**src/rtl/plcp_frame_parser_if.sv**
```systemverilog
`default_nettype none
//==============================================================================
// Interface : plcp_frame_parser_if
// Decoded-bit input, descrambled PSDU output and header/status for the parser.
// Rev       : 1.0
//==============================================================================
interface plcp_frame_parser_if;
  logic        In_Bit;
  logic        In_Valid;
  logic        Abort;
  logic        Out_Bit;
  logic        Out_Valid;
  logic        Out_Start;
  logic        Out_End;
  logic [3:0]  Rate;
  logic [11:0] Length;
  logic        Header_Valid;
  logic        Error;
  logic [2:0]  Error_Code;
  logic        Busy;

  modport master (
    output In_Bit, In_Valid, Abort,
    input  Out_Bit, Out_Valid, Out_Start, Out_End, Rate, Length,
           Header_Valid, Error, Error_Code, Busy
  );

  modport slave (
    input  In_Bit, In_Valid, Abort,
    output Out_Bit, Out_Valid, Out_Start, Out_End, Rate, Length,
           Header_Valid, Error, Error_Code, Busy
  );
endinterface
`default_nettype wire

```
**src/rtl/plcp_frame_parser.sv**
```systemverilog
`default_nettype none
//==============================================================================
// Module : plcp_frame_parser
// Bit-serial 802.11a PLCP parser: preamble hunt, SIGNAL check, descrambled PSDU.
// Rev    : 1.0
//==============================================================================
module plcp_frame_parser #(
  parameter int                      PREAMBLE_LEN     = 96,
  parameter logic [PREAMBLE_LEN-1:0] PREAMBLE_PATTERN = {12{8'hAA}},
  parameter int                      MAX_MISMATCH     = 0,
  parameter bit                      CHECK_SERVICE    = 1'b1
) (
  input  logic               Clock,
  input  logic               Reset,
  plcp_frame_parser_if.slave bus
);
  localparam int                POP_W  = $clog2(PREAMBLE_LEN + 1);
  localparam logic [POP_W-1:0]  MAX_MM = POP_W'(MAX_MISMATCH);

  localparam logic [2:0] S_HUNT    = 3'd0;
  localparam logic [2:0] S_SIGNAL  = 3'd1;
  localparam logic [2:0] S_SERVICE = 3'd2;
  localparam logic [2:0] S_PSDU    = 3'd3;
  localparam logic [2:0] S_TAIL    = 3'd4;
  localparam logic [2:0] S_PAD     = 3'd5;

  function automatic logic [7:0] rate_ndbps(input logic [3:0] r);
    case (r)
      4'b1101: rate_ndbps = 8'd24;
      4'b1111: rate_ndbps = 8'd36;
      4'b0101: rate_ndbps = 8'd48;
      4'b0111: rate_ndbps = 8'd72;
      4'b1001: rate_ndbps = 8'd96;
      4'b1011: rate_ndbps = 8'd144;
      4'b0001: rate_ndbps = 8'd192;
      4'b0011: rate_ndbps = 8'd216;
      default: rate_ndbps = 8'd0;
    endcase
  endfunction

  function automatic logic [POP_W-1:0] popcount(input logic [PREAMBLE_LEN-1:0] v);
    logic [POP_W-1:0] c;
    c = '0;
    for (int i = 0; i < PREAMBLE_LEN; i++) c = c + {{(POP_W-1){1'b0}}, v[i]};
    return c;
  endfunction

  logic [2:0]              state_q, state_d;
  logic [PREAMBLE_LEN-1:0] win_q, win_d;
  logic [14:0]             cnt_q, cnt_d;
  logic [22:0]             sig_q, sig_d;
  logic [6:0]              lfsr_q, lfsr_d;
  logic [7:0]              sym_q, sym_d;
  logic [7:0]              ndbps_q, ndbps_d;
  logic [3:0]              rate_q, rate_d;
  logic [11:0]             length_q, length_d;
  logic                    out_bit_q, out_bit_d;
  logic                    out_valid_q, out_valid_d;
  logic                    out_start_q, out_start_d;
  logic                    out_end_q, out_end_d;
  logic                    hdr_q, hdr_d;
  logic                    err_q, err_d;
  logic [2:0]              code_q, code_d;

  logic [PREAMBLE_LEN-1:0] w_win;
  logic [POP_W-1:0]        w_pop;
  logic [23:0]             w_sig;
  logic [3:0]              w_sig_rate;
  logic [11:0]             w_sig_len;
  logic [7:0]              w_sig_ndbps;
  logic [2:0]              w_sig_code;
  logic                    w_fb;
  logic                    w_desc;
  logic [7:0]              w_sym_next;
  logic [14:0]             w_psdu_last;

  assign w_win       = {win_q[PREAMBLE_LEN-2:0], bus.In_Bit};
  assign w_pop       = popcount(w_win ^ PREAMBLE_PATTERN);
  assign w_sig       = {bus.In_Bit, sig_q};
  assign w_sig_rate  = {w_sig[0], w_sig[1], w_sig[2], w_sig[3]};
  assign w_sig_len   = w_sig[16:5];
  assign w_sig_ndbps = rate_ndbps(w_sig_rate);
  // Scrambler x^7 + x^4 + 1: lfsr_q[6] is s7, lfsr_q[3] is s4.
  assign w_fb        = lfsr_q[6] ^ lfsr_q[3];
  assign w_desc      = bus.In_Bit ^ w_fb;
  assign w_sym_next  = (sym_q == ndbps_q - 8'd1) ? 8'd0 : sym_q + 8'd1;
  assign w_psdu_last = {length_q, 3'b000} - 15'd1;

  always_comb begin
    w_sig_code = 3'd0;
    if (^w_sig[17:0])             w_sig_code = 3'd1;
    else if (w_sig_ndbps == 8'd0) w_sig_code = 3'd2;
    else if (w_sig[4])            w_sig_code = 3'd3;
    else if (|w_sig[23:18])       w_sig_code = 3'd4;
    else if (w_sig_len == 12'd0)  w_sig_code = 3'd6;
  end

  always_comb begin
    state_d     = state_q;
    win_d       = win_q;
    cnt_d       = cnt_q;
    sig_d       = sig_q;
    lfsr_d      = lfsr_q;
    sym_d       = sym_q;
    ndbps_d     = ndbps_q;
    rate_d      = rate_q;
    length_d    = length_q;
    code_d      = code_q;
    out_bit_d   = 1'b0;
    out_valid_d = 1'b0;
    out_start_d = 1'b0;
    out_end_d   = 1'b0;
    hdr_d       = 1'b0;
    err_d       = 1'b0;
    if (bus.Abort) begin
      state_d = S_HUNT;
      win_d   = '0;
      cnt_d   = '0;
    end else if (bus.In_Valid) begin
      case (state_q)
        S_HUNT: begin
          win_d = w_win;
          if (w_pop <= MAX_MM) begin
            state_d = S_SIGNAL;
            win_d   = '0;
            cnt_d   = '0;
          end
        end
        S_SIGNAL: begin
          sig_d = w_sig[23:1];
          cnt_d = cnt_q + 15'd1;
          if (cnt_q == 15'd23) begin
            cnt_d = '0;
            if (w_sig_code != 3'd0) begin
              err_d   = 1'b1;
              code_d  = w_sig_code;
              state_d = S_HUNT;
            end else begin
              hdr_d    = 1'b1;
              rate_d   = w_sig_rate;
              length_d = w_sig_len;
              ndbps_d  = w_sig_ndbps;
              sym_d    = '0;
              state_d  = S_SERVICE;
            end
          end
        end
        S_SERVICE: begin
          sym_d = w_sym_next;
          cnt_d = cnt_q + 15'd1;
          // First seven SERVICE bits are scrambled zeros, i.e. the raw seed.
          if (cnt_q < 15'd7) begin
            lfsr_d = {lfsr_q[5:0], bus.In_Bit};
          end else begin
            lfsr_d = {lfsr_q[5:0], w_fb};
          end
          if (cnt_q >= 15'd7 && CHECK_SERVICE && w_desc) begin
            err_d   = 1'b1;
            code_d  = 3'd5;
            cnt_d   = '0;
            state_d = S_HUNT;
          end else if (cnt_q == 15'd15) begin
            cnt_d   = '0;
            state_d = S_PSDU;
          end
        end
        S_PSDU: begin
          sym_d       = w_sym_next;
          lfsr_d      = {lfsr_q[5:0], w_fb};
          out_bit_d   = w_desc;
          out_valid_d = 1'b1;
          out_start_d = (cnt_q == 15'd0);
          out_end_d   = (cnt_q == w_psdu_last);
          cnt_d       = cnt_q + 15'd1;
          if (cnt_q == w_psdu_last) begin
            cnt_d   = '0;
            state_d = S_TAIL;
          end
        end
        S_TAIL: begin
          sym_d = w_sym_next;
          cnt_d = cnt_q + 15'd1;
          if (cnt_q == 15'd5) begin
            cnt_d   = '0;
            state_d = (w_sym_next == 8'd0) ? S_HUNT : S_PAD;
          end
        end
        S_PAD: begin
          sym_d = w_sym_next;
          if (w_sym_next == 8'd0) state_d = S_HUNT;
        end
        default: begin
          state_d = S_HUNT;
          win_d   = '0;
          cnt_d   = '0;
        end
      endcase
    end
  end

  always_ff @(posedge Clock) begin
    if (!Reset) begin
      state_q     <= S_HUNT;
      win_q       <= '0;
      cnt_q       <= '0;
      sig_q       <= '0;
      lfsr_q      <= '0;
      sym_q       <= '0;
      ndbps_q     <= 8'd24;
      rate_q      <= 4'b1101;
      length_q    <= '0;
      code_q      <= '0;
      out_bit_q   <= 1'b0;
      out_valid_q <= 1'b0;
      out_start_q <= 1'b0;
      out_end_q   <= 1'b0;
      hdr_q       <= 1'b0;
      err_q       <= 1'b0;
    end else begin
      state_q     <= state_d;
      win_q       <= win_d;
      cnt_q       <= cnt_d;
      sig_q       <= sig_d;
      lfsr_q      <= lfsr_d;
      sym_q       <= sym_d;
      ndbps_q     <= ndbps_d;
      rate_q      <= rate_d;
      length_q    <= length_d;
      code_q      <= code_d;
      out_bit_q   <= out_bit_d;
      out_valid_q <= out_valid_d;
      out_start_q <= out_start_d;
      out_end_q   <= out_end_d;
      hdr_q       <= hdr_d;
      err_q       <= err_d;
    end
  end

  assign bus.Out_Bit      = out_bit_q;
  assign bus.Out_Valid    = out_valid_q;
  assign bus.Out_Start    = out_start_q;
  assign bus.Out_End      = out_end_q;
  assign bus.Rate         = rate_q;
  assign bus.Length       = length_q;
  assign bus.Header_Valid = hdr_q;
  assign bus.Error        = err_q;
  assign bus.Error_Code   = code_q;
  assign bus.Busy         = (state_q != S_HUNT);
endmodule
`default_nettype wire

```
**src/flat_wrapper.sv**
```systemverilog
// flat-port wrapper written by rule: the top's interface ports become plain ports
module plcp_frame_parser_flat 
#(
  parameter int                      PREAMBLE_LEN     = 96,
  parameter logic [PREAMBLE_LEN-1:0] PREAMBLE_PATTERN = {12{8'hAA}},
  parameter int                      MAX_MISMATCH     = 0,
  parameter bit                      CHECK_SERVICE    = 1'b1
)
  (Clock, Reset, bus_In_Bit, bus_In_Valid, bus_Abort, bus_Out_Bit, bus_Out_Valid, bus_Out_Start, bus_Out_End, bus_Rate, bus_Length, bus_Header_Valid, bus_Error, bus_Error_Code, bus_Busy);
  plcp_frame_parser_if bus_i ();
  input  logic Clock;
  input  logic Reset;
  input wire logic [$bits(bus_i.In_Bit)-1:0] bus_In_Bit;
  input wire logic [$bits(bus_i.In_Valid)-1:0] bus_In_Valid;
  input wire logic [$bits(bus_i.Abort)-1:0] bus_Abort;
  output wire logic [$bits(bus_i.Out_Bit)-1:0] bus_Out_Bit;
  output wire logic [$bits(bus_i.Out_Valid)-1:0] bus_Out_Valid;
  output wire logic [$bits(bus_i.Out_Start)-1:0] bus_Out_Start;
  output wire logic [$bits(bus_i.Out_End)-1:0] bus_Out_End;
  output wire logic [$bits(bus_i.Rate)-1:0] bus_Rate;
  output wire logic [$bits(bus_i.Length)-1:0] bus_Length;
  output wire logic [$bits(bus_i.Header_Valid)-1:0] bus_Header_Valid;
  output wire logic [$bits(bus_i.Error)-1:0] bus_Error;
  output wire logic [$bits(bus_i.Error_Code)-1:0] bus_Error_Code;
  output wire logic [$bits(bus_i.Busy)-1:0] bus_Busy;
  assign bus_i.In_Bit = bus_In_Bit;
  assign bus_i.In_Valid = bus_In_Valid;
  assign bus_i.Abort = bus_Abort;
  assign bus_Out_Bit = bus_i.Out_Bit;
  assign bus_Out_Valid = bus_i.Out_Valid;
  assign bus_Out_Start = bus_i.Out_Start;
  assign bus_Out_End = bus_i.Out_End;
  assign bus_Rate = bus_i.Rate;
  assign bus_Length = bus_i.Length;
  assign bus_Header_Valid = bus_i.Header_Valid;
  assign bus_Error = bus_i.Error;
  assign bus_Error_Code = bus_i.Error_Code;
  assign bus_Busy = bus_i.Busy;
  plcp_frame_parser #(.PREAMBLE_LEN(PREAMBLE_LEN), .PREAMBLE_PATTERN(PREAMBLE_PATTERN), .MAX_MISMATCH(MAX_MISMATCH), .CHECK_SERVICE(CHECK_SERVICE)) u_core (.Clock(Clock), .Reset(Reset), .bus(bus_i));
endmodule
```
**config.mk**
```make
export PLATFORM = sky130hd
export DESIGN_NAME = plcp_frame_parser_flat
export DESIGN_NICKNAME = d
export VERILOG_FILES = /design/src/rtl/plcp_frame_parser_if.sv /design/src/rtl/plcp_frame_parser.sv /design/src/flat_wrapper.sv
export SDC_FILE = /design/constraint.sdc
export NUM_CORES = 1
export LEC_CHECK = 0
export ABC_AREA = 1
export CAP_MARGIN = 20
export CORE_MARGIN = 5
export CORE_UTILIZATION = 57
export DETAILED_ROUTE_END_ITERATION = 16
export PLACE_DENSITY = 0.85
export SYNTH_ARGS = -nofsm -noshare
export SYNTH_HDL_FRONTEND = slang
export SYNTH_SLANG_ARGS = --single-unit
```
**constraint.sdc**
```tcl
create_clock -name Clock -period 8.1 [get_ports Clock]
set_input_delay 1.62 -clock Clock [delete_from_list [all_inputs] [get_ports Clock]]
set_output_delay 1.62 -clock Clock [all_outputs]
set_load 0.1 [all_outputs]
```
**Word level (Yosys, flattened, before mapping)**

Memory sizes are Yosys's and may differ from the RTL's. A register that Yosys moved wholly into a read port is not among the register bits.
Cells that the tools add are included.

- $add $sub $neg: 99
- $lt $le $gt $ge: 3
- Equal/unequal tests: 19
- Mux-type cells: 42
- Bitwise gates (word level): 12
- Reductions and logical operators: 27

Operator list:

| operator | number |
|---|---|
| adder 7 x 1 -> 7 bit | 93 |
| case mux 95 bit (2 select lines) | 1 |
| two-way mux 95 bit | 1 |
| two-way mux 15 bit | 6 |
| case mux 15 bit (6 select lines) | 1 |
| two-way mux 3 bit | 16 |
| inverter 48 bit | 1 |
| two-way mux 8 bit | 3 |
| case mux 3 bit (6 select lines) | 1 |
| XOR reduction 18 bit | 1 |
| zero test 8 bit | 2 |
| case mux 8 bit (2 select lines) | 1 |
| adder 15 x 1 -> 15 bit (second input constant) | 1 |
| equality test 15 bit | 1 |
| equality test 15 x 3 -> 1 bit (second input constant) | 1 |
| equality test 15 x 4 -> 1 bit (second input constant) | 1 |
| equality test 15 x 5 -> 1 bit (second input constant) | 1 |
| greater-or-equal comparator 15 x 3 -> 1 bit (second input constant) | 1 |
| zero test 15 bit | 1 |
| less-than comparator 15 x 3 -> 1 bit (second input constant) | 1 |
| subtractor 15 x 1 -> 15 bit (second input constant) | 1 |
| != test 2 x 1 -> 1 bit (second input constant) | 7 |
| case mux 7 bit (2 select lines) | 1 |
| zero test 12 bit | 1 |
| other kinds (32) | 57 |

- Register bits: 184
- ROM bits: 96
- Logic and storage cells: 219
- Memories kept: 1

Memories:

| name | depth | bits a word | rd ports | clocked after memory_dff | write ports | line | text |
|---|---|---|---|---|---|---|---|
| (no name shown) | 16 | 6 | 1 | 1 | 0 | plcp_frame_parser.sv:28 | `case (r)` |

**Longest topological paths before layout**

Gate-level depths: netlist of the first run.

- Word-level depth: 99
- Mapped depth: 34
- Gate-level depth less buffers: 33

**Least setup slack after synthesis of the first run**

Ideal clock, no wire load.

- Path kind: input-to-reg
- Start: input port bus_In_Bit
- End: register u_core.cnt_q[7]
- Library setup time: 0.114 ns
- Arrival: 8.499 ns
- Data required time: 7.986 ns
- Setup slack: -0.513 ns
- Stages on the path: 30
- Cell sequence: inv_1 fa_1 inv_1 fa_1 fa_1 fa_1 inv_1 fa_1 fa_1 fa_1 fa_1 inv_1 fa_1 fa_1 ha_1 inv_1 fa_1 inv_1 nor2_1 o21ai_0 nor2_1 nand2_1 nor2_1 nand4_2 nand2_1 nand3_2 buf_2 nor2_1 xor2_1 nor2_1

- Longest elaborated chain between the ends: 98
- Elaborated cells on any way between the ends: 102
- Classes of those cells: add/sub: 95; order compare: 1; eq/ne: 1; mux: 2; bitwise: 1; reduce/logical: 2

RTL lines:

| item | line | text |
|---|---|---|
| from (decl) | flat_wrapper.sv:13 | `input wire logic [$bits(bus_i.In_Bit)-1:0] bus_In_Bit;` |
| adder 1 x 1 -> 2 bit | plcp_frame_parser.sv:44 | `for (int i = 0; i < PREAMBLE_LEN; i++) c = c + {{(POP_W-1){1'b0}}, v[i]};` |
| adder 2 x 1 -> 3 bit | plcp_frame_parser.sv:44 |  |
| adder 7 x 1 -> 7 bit (93 in a row) | plcp_frame_parser.sv:44 |  |
| <= comparator 7 x 1 -> 1 bit | plcp_frame_parser.sv:123 | `if (w_pop <= MAX_MM) begin` |
| != test 2 x 1 -> 1 bit (no line) | -- |  |
| AND reduction 3 bit (no line) | -- |  |
| to (signal assigned) | plcp_frame_parser.sv:222 | `cnt_q <= cnt_d;` |
| to (decl) | plcp_frame_parser.sv:50 | `logic [14:0] cnt_q, cnt_d;` |

Parallel ways exist; a longest one is shown, timed or not.
A chain may end at the register's enable or synchronous reset.

**Final worst setup path of the first run**

- Start: input port bus_In_Bit
- End: register u_core.cnt_q[1]

Same word-level chain as after synthesis.

==> qor.csv, run 1 <==
metric,value,unit
"Seq/Total Area, Yosys",33.0,%
io pins,31,
Max Fclk,119,MHz
Slew @ Worst Pin,1040,ps
Setup Skew,14.0,ps
Placed Cells,1783,
Worst path slowest cell,fa_1,
number of diodes,0,
# H-tree levels,4,
Synth Area in XOR/XNOR,1.84,%
largest net degree at the start of global routing,104,
final setup fails,113,
final wirelength,28300,um
Slew HR,31.0,%
synthesized flop and latch total,188,
total track usage,25.6,%
CTS tree,yes,
Crit path top cell by count,fa_1,
Worst Path Buf+Inv,10,
Syn-to-layout area delta,11.5,%
routed length on met3,1780,um
Die Width,152,um
PortBufs,30,
nets@finish,1659,
HPWL after DPL,18900,um
Clk Tree Root Cell,clkbuf_16,
Post-Synth Adder-Cell Area,17.6,%
Mean Syn Cell Area,7.40,um2
max-cap violations,0,
clock tree buffer depth,2,
failing checks,negative setup slack,
share of layout cells above drive strength 1,7.45,%
CP top delay family,adder cells,
placeable core region,19600,um2
Post-Layout Cell Count,1822,
total grt overflow,0,
synthesized instance count,1543,
top sig layer,met4,
initial core utilization,58.3,%
CTS Hold Bufs,0,
critical-path maximum fanout,7,
net count after synthesis,1658,
vias,10056,
status,finished with violations,
die extent in y,152,um
initial antenna violation count,0,
largest family of logic cells by synthesized area,simple AND/OR/NAND/NOR gates,
Simple-Gate Fraction of Synth Area,23.8,%
"most common cell after layout, fill and taps aside",nand2_1,
min Tclk post-route,8390,ps
WP data required,8440,ps
most frequent cells in the layout,"241 x nand2_1, 240 x inv_1, 188 x dfxtp_1",
worst min path class,flop to flop,
Netlist cell types,43,
critical path class,primary input to flop,
FP Rows,51,
fin crit share,104,%
vias per cell,5.52,
total CTS buffers,17,
routed len/inst,15.5,um
RSZ-0062 raised after global routing,true,
met2 wire len,14100,um
worst skew pair latency,450,ps
CP peak stage delay,540,ps
WP data arrival,8720,ps
clock-pin slew on the worst setup and hold paths,80,ps
Iter 0 DRT Violations,857,
synthesis warning total,0,
RePlAce Congestion,0.924,
post-synthesis mux area share,0,%
Synth Area in Compound Gates,12.4,%
die area,23000,um2
wl on met1,11500,um
Pre-Repair DR Iteration Count,5,
# DRC,0,
CP Launch Type,primary input,
vias in the first global route,9824,
first-pass GRT wire length,47300,um
Fin. Hold Viols,0,
fin. max-slew vios,0,
synthesized area,11400,um2
critical path endpoint category,flop,
Detail Route Antenna Nets,0,
PnR worst setup slack,-286,ps
Num Clock Sinks,188,
[worst reg2reg max path, delay by kind of cell, from the launching register on]
kind,cells,cell delay [ps]
buffers and inverters,9,740
DFF,1,370
and+or+nand+nor,8,720
adders and majority gates,12,5520
AOI/OAI and AO/OA,2,110
[sequential cells by signal, indices dropped and copies added (netlist names)]
signal,count
u_core.bus.Out_Start,1
u_core.w_sig_ndbps,6
u_core.state_q,3
u_core.ndbps_q,6
u_core.bus.Out_End,1
u_core.bus.Error,1
u_core.bus.Error_Code,3
u_core.cnt_q,15
u_core.lfsr_q,7
u_core.bus.Length,12
u_core.win_q,95
u_core.bus.Out_Bit,1
u_core.bus.Rate,4
u_core.bus.Out_Valid,1
u_core.sig_q,23
u_core.bus.Header_Valid,1
u_core.sym_q,8
[cell usage after synthesis (all sizes together)]
cell	n	area (um2)
o21bai	1	7.51
inv	254	956
a31o	1	8.76
clkbuf	43	161
nor4	4	25.0
nand2	255	980
xor2	14	123
nand3	155	816
a21oi	130	654
o211ai	3	22.5
xnor2	10	87.6
a31oi	1	6.26
nand4	11	75.1
ha	25	313
o21ai	139	699
nor3	19	121
buf	28	173
fa	85	1700
a21boi	1	11.3
a21o	1	7.51
and2	1	6.26
nor3b	1	7.51
nand3b	2	15.0
nor2	170	668
dfxtp	188	3760
or2	1	6.26
[path summary, 6_finish.rpt]
check | slack, ps | startpoint | to | cells after the start
hold reg to reg | 460 | u_core.w_sig_ndbps[3]$_DFF_P_ | u_core.ndbps_q[3]$_SDFFE_PN1P_ | 2
setup / recovery | -290 | bus_In_Bit | u_core.cnt_q[1]$_SDFFE_PP0P_ | 32
hold / removal | 460 | u_core.w_sig_ndbps[3]$_DFF_P_ | u_core.ndbps_q[3]$_SDFFE_PN1P_ | 2
setup reg to reg | 540 | u_core.win_q[1]$_SDFFE_PP0P_ | u_core.cnt_q[1]$_SDFFE_PP0P_ | 31
[repair_timing]
action                                  CTS  global route
hold endpoints to repair                  0             0
pin swaps                                21            20
endpoints found under the setup margin  113           113
gates resized for setup                  30            15
gates cloned                              3             0
setup buffers                             3             1
[kinds of logic after synthesis]
group,count (synthesis)
simple gates,619
flops,188
compound gates,277
buf+inv,325
xor+xnor,24
fa+ha+maj,110
[layout make-up]
type	count	area, um2
clock buffer	17	425
sequential	188	3760
tap	265	332
fill	1553	6860
multi-input combinational	1031	6500
inverter	254	978
clock inverter	15	155
timing repair buffer	52	582
[metal layers]
metal | track usage, % | up-vias
met2 | 44.7 | 396
met5 | 0 | -
li1 | - | 4872
met3 | 4.67 | 93
met1 | 31.2 | 4695
met4 | 11.0 | 0
[per-stage QoR]
stage,hold slack (ps),setup TNS (ps),worst slack (ps),area [um2],utilization (%)
4_1_cts,466,-51370,-530,12700,64.6
2_1_floorplan,429,-16880,-362,11500,-
3_3_place_gp,447,-129160,-1210,11900,60.7
3_5_place_dp,445,-143030,-1370,11900,60.7
5_1_grt,497,-48420,-554,12700,65.0
6_report,462,-18300,-286,12700,65.0
Power of run 1 is not shown: default switching activity piles up to over one toggle a cycle in this logic, so the estimate is an artifact.
==> inputs of run 2 (changes only) <==
TNS_END_PERCENT = 30   (was unset)
==> run 2 against run 1 <==
  * The flow still finishes with violations (negative setup slack)
  * Global-route usage is 0.68 points lower
  * Utilization up 0.089 points
  * Count of clock-buffer cells in the layout did not move
  * Wire length is 2.5% lower
  * First-iteration DRC count decreased by 0.70%
  * Sequential share of layout area is essentially flat
  * Clock skew shrank 4.3 ps
  * Hold slack gained 6.0 ps
  * Cell count barely moved
==> qor.csv, run 2 (synthesized netlist as in run 1, its figures left out) <==
metric,value,unit,change
final wirelength,27600,um,-2.5%
fin crit share,104,%,+0.47 points
worst skew pair latency,440,ps,about the same
Hold Slack,468,ps,+6.05 ps
die area,23000,um2,unchanged
CP Launch Type,primary input,,
Top reg by flops,u_core.win_q,,
RSZ-0062 raised after global routing,true,,
final setup fails,112,,-0.88%
Slew HR,31.6,%,+0.66 points
worst min path class,flop to flop,,
critical-path maximum fanout,7,,unchanged
RePlAce Congestion,0.932,,+0.81%
routed len/inst,15.1,um,-2.6%
placeable core region,19600,um2,unchanged
"most common cell after layout, fill and taps aside",nand2_1,,
Crit path top cell by count,fa_1,,
placed cell area,11900,um2,+0.27%
biggest regs,"u_core.win_q (95), u_core.sig_q (23), u_core.cnt_q (15)",,
initial antenna violation count,0,,unchanged
Setup Skew,9.65,ps,-4.34 ps
post-layout util,65.1,%,+0.089 points
initial core utilization,58.3,%,unchanged
Iter 0 DRT Violations,851,,-0.70%
Pre-Repair DR Iteration Count,7,,+2
total CTS buffers,17,,unchanged
Largest register FFs,95,,unchanged
largest net degree at the start of global routing,99,,-4.8%
total grt overflow,0,,unchanged
FP Rows,51,,unchanged
# H-tree levels,4,,unchanged
most frequent cells in the layout,"243 x nand2_1, 239 x inv_1, 188 x dfxtp_1",,
share of layout cells above drive strength 1,7.57,%,+0.12 points
vias in the first global route,9658,,-1.7%
# DRC,0,,unchanged
PnR worst setup slack,-324,ps,-37.9 ps
clock tree buffer depth,2,,unchanged
Clk Tree Root Cell,clkbuf_16,,
CTS tree,yes,,
die extent in y,152,um,unchanged
Syn-to-layout area delta,11.7,%,
max-cap violations,0,,unchanged
critical path class,primary input to flop,,
fin. max-slew vios,0,,unchanged
io pins,31,,unchanged
clock-pin slew on the worst setup and hold paths,80,ps,about the same
Num Clock Sinks,188,,unchanged
min Tclk post-route,8420,ps,+37.9 ps
setup TNS,-24390,ps,-6090 ps
Worst Path Buf+Inv,10,,unchanged
critical path endpoint category,flop,,
vias per cell,5.47,,-0.95%
Slew @ Worst Pin,1030,ps,-9.89 ps
number of diodes,0,,unchanged
Worst path slowest cell,fa_1,,
Max Fclk,119,MHz,-0.45%
vias,9966,,-0.89%
WP data required,8430,ps,about the same
nets@finish,1660,,+0.060%
first-pass GRT wire length,46200,um,-2.4%
Fin. Hold Viols,0,,unchanged
flop-to-flop setup slack,480,ps,-60 ps
CP top delay family,adder cells,,
total track usage,25.0,%,-0.68 points
failing checks,negative setup slack,,
HPWL after DPL,19300,um,+2.0%
WP data arrival,8760,ps,+40 ps
Final Cell Area,12800,um2,+0.14%
status,finished with violations,,
Die Width,152,um,unchanged
Detail Route Antenna Nets,0,,unchanged
CP peak stage delay,550,ps,about the same
PortBufs,30,,unchanged
run 2: repair_timing:
item,in CTS,in global routing
resized for setup,32,11
cloned,2,0
hold buffers,0,0
endpoints found under the setup margin,113,113
buffers inserted,4,0
pin swaps,22,15
run 2: worst paths after layout:
| check | endpoint | cells past startpoint | start |
|---|---|---|---|
| min | u_core.ndbps_q[4]$_SDFFE_PN1P_ | 2 | u_core.w_sig_ndbps[4]$_DFF_P_ |
| max reg2reg | u_core.cnt_q[0]$_SDFFE_PP0P_ | 31 | u_core.win_q[1]$_SDFFE_PP0P_ |
| min reg2reg | u_core.ndbps_q[4]$_SDFFE_PN1P_ | 2 | u_core.w_sig_ndbps[4]$_DFF_P_ |
| max | u_core.cnt_q[0]$_SDFFE_PP0P_ | 32 | bus_In_Bit |
run 2: metrics by stage:
stage	std cells	setup slack (ps)
after global routing	1823	-577
after CTS	1822	-512
final	1823	-324
after global placement	1784	-1210
after detailed placement	1784	-1360
after floorplan	1543	-363
run 2: tightest hold or removal path, delay by kind of cell (launching register included):
kind          cells  cell delay [ps]
simple gates      2              110
flops             1              330
run 2: final cells by class:
cell class                      count  area [um2]
Inverter                          254         973
Clock inverter                     15         176
Sequential cell                   188        3760
Clock buffer                       17         425
Tap cell                          265         332
Fill cell                        1590        6840
Timing Repair Buffer               53         573
Multi-Input combinational cell   1031        6510
run 2: layer usage:
| metal | vias to the layer above | track usage, % | wire length [um] |
|---|---|---|---|
| met3 | 81 | 4.67 | 1560 |
| met2 | 336 | 41.8 | 13700 |
| met4 | 0 | 11.0 | 1090 |
| li1 | 4871 | - | - |
| met5 | - | 0 | 0 |
| met1 | 4678 | 31.6 | 11300 |
Power of run 2 is left out for the same reason.
==> RTL change 1: new RTL, config.mk and constraints of run 2 <==
`PREAMBLE_LEN` is set to 96 in 2 places; all go to 144.
--- a/src/rtl/plcp_frame_parser.sv
+++ b/src/rtl/plcp_frame_parser.sv
@@ -7,3 +7,3 @@
 module plcp_frame_parser #(
-  parameter int                      PREAMBLE_LEN     = 96,
+  parameter int                      PREAMBLE_LEN     = 144,
   parameter logic [PREAMBLE_LEN-1:0] PREAMBLE_PATTERN = {12{8'hAA}},
--- a/src/flat_wrapper.sv
+++ b/src/flat_wrapper.sv
@@ -3,3 +3,3 @@
 #(
-  parameter int                      PREAMBLE_LEN     = 96,
+  parameter int                      PREAMBLE_LEN     = 144,
   parameter logic [PREAMBLE_LEN-1:0] PREAMBLE_PATTERN = {12{8'hAA}},
Function: no difference found for any inputs over 4 cycles, from zero or initial values and one cycle with Reset low; that may be too few to reach the edited logic, so the function may still have changed.
==> RTL change 1 against run 2 <==
- setup slack lost 0.37 ns
- wire length increased by 23%
- hold slack better by 0.010 ns
- global-route usage decreased by 1.5 points
- utilization fell by 0.77 points
- sequential cell count is 48 higher
- synthesized cell count up 20%
- the run still ends with setup timing left
- synthesized area is 24% higher
- cell area grew 23%
- first-iteration DRC count grew 42%
- via count increased by 20%
Power is not shown: default switching activity piles up to over one toggle a cycle in this logic, so the estimate is an artifact.
==> RTL change 1: results <==
yosys:
  synth_compound_area_share_pct: 14.7
  yosysSeqAreaShare_pct: 33.4
  syn_inst: 1850
  synth-xor-area-share_pct: 1.36
  synth_area_leaders: "dfxtp_1 (33%), fa_1 (19%), nand2_1 (10%), inv_1 (8.0%), a21oi_1 (7.2%)"
  synth_cell_types: 40
  synthAdderAreaFrac_pct: 21.2
  synthTopCellsByCount: "nand2_1 (391), inv_1 (300), dfxtp_1 (236)"
outcome:
  status: "finished with violations"
  violations: "setup timing"
place:
  place_inst: 2134
  gp_congestion: 0.949
  dpl_cell_area_sq_um: 14700
  hpwl_mm: 23.2
  place_ws_ns: -1.76
final_layout:
  finalNetCount: 2010
  nFillCells: 1874
  reg_top3: "u_core.win_q (143), u_core.sig_q (23), u_core.cnt_q (15)"
  largest_register_ffs: 143
cts:
  clockBufferDepth: 3
  path_clk_slew_ns: 0.06
  htreeDepth: 1
timing:
  finalClockSkew_ns: 0.0125
  layout_setup_ws_ns: -0.694
  tns_ns: -95.35
  setup_viol: 161
  tightest_slew_ns: 1.25
grt:
  grt_util_met1_pct: 32.0
  grt_pass1_vias: 11600
  grtUsageMet2_pct: 39.3
  grt_pass1_wl_mm: 55.7
  gr-usage-all-layers_pct: 23.5
  grt_max_degree: 287
routing:
  drt-initial-drc-count: 1209
  first_pass_iters: 8
  routed_wl_mm: 33.9
critical_path:
  path_max_fanout: 4
## RTL change 1: final timing paths
kind	from	endpoint	slack (ns)	depth (start not counted)
max	bus_In_Bit	u_core.state_q[1]$_SDFFE_PP0P_	-0.69	29
min	u_core.win_q[28]$_SDFFE_PP0P_	u_core.win_q[29]$_SDFFE_PP0P_	0.48	2
max reg2reg	u_core.win_q[1]$_SDFFE_PP0P_	u_core.state_q[1]$_SDFFE_PP0P_	0.06	28
min reg2reg	u_core.win_q[28]$_SDFFE_PP0P_	u_core.win_q[29]$_SDFFE_PP0P_	0.48	2
## RTL change 1: area by class of cell
| cell class | instances | share of cell area [%] |
|---|---|---|
| clock buffer | 37 | 4.67 |
| clock inverter | 8 | 0.662 |
| inverter | 307 | 7.47 |
| multi-input combinational | 1225 | 50.9 |
| sequential | 236 | 30.1 |
| tap | 324 | 2.58 |
| timing repair buffer | 48 | 3.61 |
## RTL change 1: kinds of logic after synthesis
kind of cell,count (synthesis)
flops,236
compound gates,410
simple gates,631
fa+ha+maj,161
xor+xnor,22
buf+inv,390
## RTL change 1: worst max-delay path: cells and delay by family
| kind | cells | cell delay (ns) |
|---|---|---|
| buffers and inverters | 6 | 0.31 |
| adders and majority gates | 13 | 6.11 |
| AOI/OAI and AO/OA | 1 | 0.13 |
| and+or+nand+nor | 9 | 1.09 |
## RTL change 1: timing repair
| item | in CTS | in global routing |
|---|---|---|
| endpoints found under the setup margin | 161 | 161 |
| gates cloned | 2 | 4 |
| setup buffers | 1 | 0 |
| gates resized for setup | 20 | 15 |
| pin swaps | 27 | 26 |
## RTL change 1: per-layer routing
layer / part of all wire [%] / up-vias
met4: 2.9 / 0
met2: 48 / 424
met5: 0 / -
met1: 43 / 5588
li1: - / 5810
met3: 6.4 / 88
==> RTL change 2: new RTL, settings of run 2 <==
Without the edit above. Reset style: asynchronous (`Reset`), changed in one clocked block.
--- a/src/rtl/plcp_frame_parser.sv
+++ b/src/rtl/plcp_frame_parser.sv
@@ -200,3 +200,3 @@
 
-  always_ff @(posedge Clock) begin
+  always_ff @(posedge Clock or negedge Reset) begin
     if (!Reset) begin
Formal check against the unedited RTL: same outputs for any inputs over 4 cycles, from zero or initial values and one cycle with Reset low; that may be too few to reach the edited logic, so the function may still have changed.
==> RTL change 2 against run 2 <==
- the flow still finishes with violations (setup timing)
- fmax is 0.19% lower
- wire length is 6.6% higher
- sequential cell count is 6 lower
- setup slack worse by 0.016 ns
- synthesized area is 1.1% higher
- cell area is 5.8% higher
- die area is 0.99% higher
- critical endpoint is now u_core.win_q[15]$_DFFE_PN0P_
==> RTL change 2: results <==
outcome:
  status: "finished with violations"
  violations: "setup timing"
yosys:
  synth_compound_area_share_pct: 10.5
  syn_avg_cell_area_sq_um: 8.46
  synthAdderAreaFrac_pct: 17.7
  synth_area_leaders: "dfrtp_1 (38%), fa_1 (15%), nand2_1 (11%), inv_1 (7.8%), o22ai_1 (3.4%)"
  synth_fp_nets: 1480
  ys_async_sr_fraction_pct: 100
  synthTopCellsByCount: "nand2_1 (341), inv_1 (239), dfrtp_1 (177)"
  synth-xor-area-share_pct: 2.05
  synth_cell_types: 42
  yosysSeqAreaShare_pct: 39.5
final_layout:
  seq_area_sq_um: 4560
  clkCellAreaFrac_pct: 4.15
  finalNetCount: 1517
  drive_above_1_share_pct: 11.5
  nFillCells: 1435
  multi_input_gates: 882
  multi_input_area_share_pct: 46.0
  buffers: 64
  final_cell_count_no_fill: 1683
  inv_count: 253
min_path:
  min_to: "u_core.bus.Rate[3]$_DFFE_PN1P_"
  hp-start: "u_core.bus.Rate[3]$_DFFE_PN1P_"
routing:
  first_pass_iters: 5
  viasPerCell: 5.59
  wl_per_cell_um: 17.5
  drcViolationCount: 0
  drt-initial-drc-count: 643
grt:
  antenna_found_initial: 0
  gr-usage-all-layers_pct: 25.6
  grt_pass1_wl_mm: 47.9
  grt_max_degree: 125
floorplanning:
  nWellTaps: 270
critical_path:
  endpoint: "u_core.win_q[15]$_DFFE_PN0P_"
  worstReg2RegEnd: "u_core.win_q[15]$_DFFE_PN0P_"
  r2r_setup_slack_ns: 0.46
  r2r_start: "u_core.win_q[1]$_DFFE_PN0P_"
  cpPeakStageDelay_ns: 0.52
cts:
  postCtsSetupBuffers: 8
  path_clk_slew_ns: 0.07
  post_cts_resized: 61
timing:
  holdWs_ns: 0.477
  setup_viol: 113
  max_slew_margin_pct: 33.0
  tns_ns: -27.97
  finalClockSkew_ns: 0.0189
  layout_setup_ws_ns: -0.340
place:
  place_inst: 1628
  dpl_cell_area_sq_um: 12100
  gp_congestion: 0.914
  hpwl_mm: 18.8
  place_ws_ns: -1.41
power:
  p_int_mw: 3.05
[RTL change 2: cell types whose count changed after synthesis, moves of 7 or more]
cell	change
o31ai_1	+33
o22ai_1	+62
o21ai_1	+18
nor2_1	-79
nand2_1	+91
dfxtp_1	-188
o21ai_2	+7
dfrtp_1	+177
clkbuf_1	-29
a21oi_1	-104
nand3_1	-85
o21ai_0	-94
[RTL change 2: worst min-delay path, cell delays in order, from the launching register on]
cell and delay [ns]:
dfstp_2 0.37, nand2_1 0.05, o21ai_1 0.05
[RTL change 2: layer usage]
metal	track usage, %	wire length [um]	vias to the layer above
li1	-	-	4377
met1	33.2	11600	4569
met2	42.4	14600	369
met3	5.25	2010	93
met4	10.1	1200	0
met5	0	0	-
[RTL change 2: power groups by stage]
stage          combinational [mW]  sequential (mW)  clock (mW)
2_1_floorplan                2.49             1.13           0
3_3_place_gp                 3.10             1.11           0
3_5_place_dp                 3.26             1.12           0
4_1_cts                      3.72             1.10       0.807
5_1_grt                      4.99             1.11       0.858
6_report                     4.05             1.10       0.804
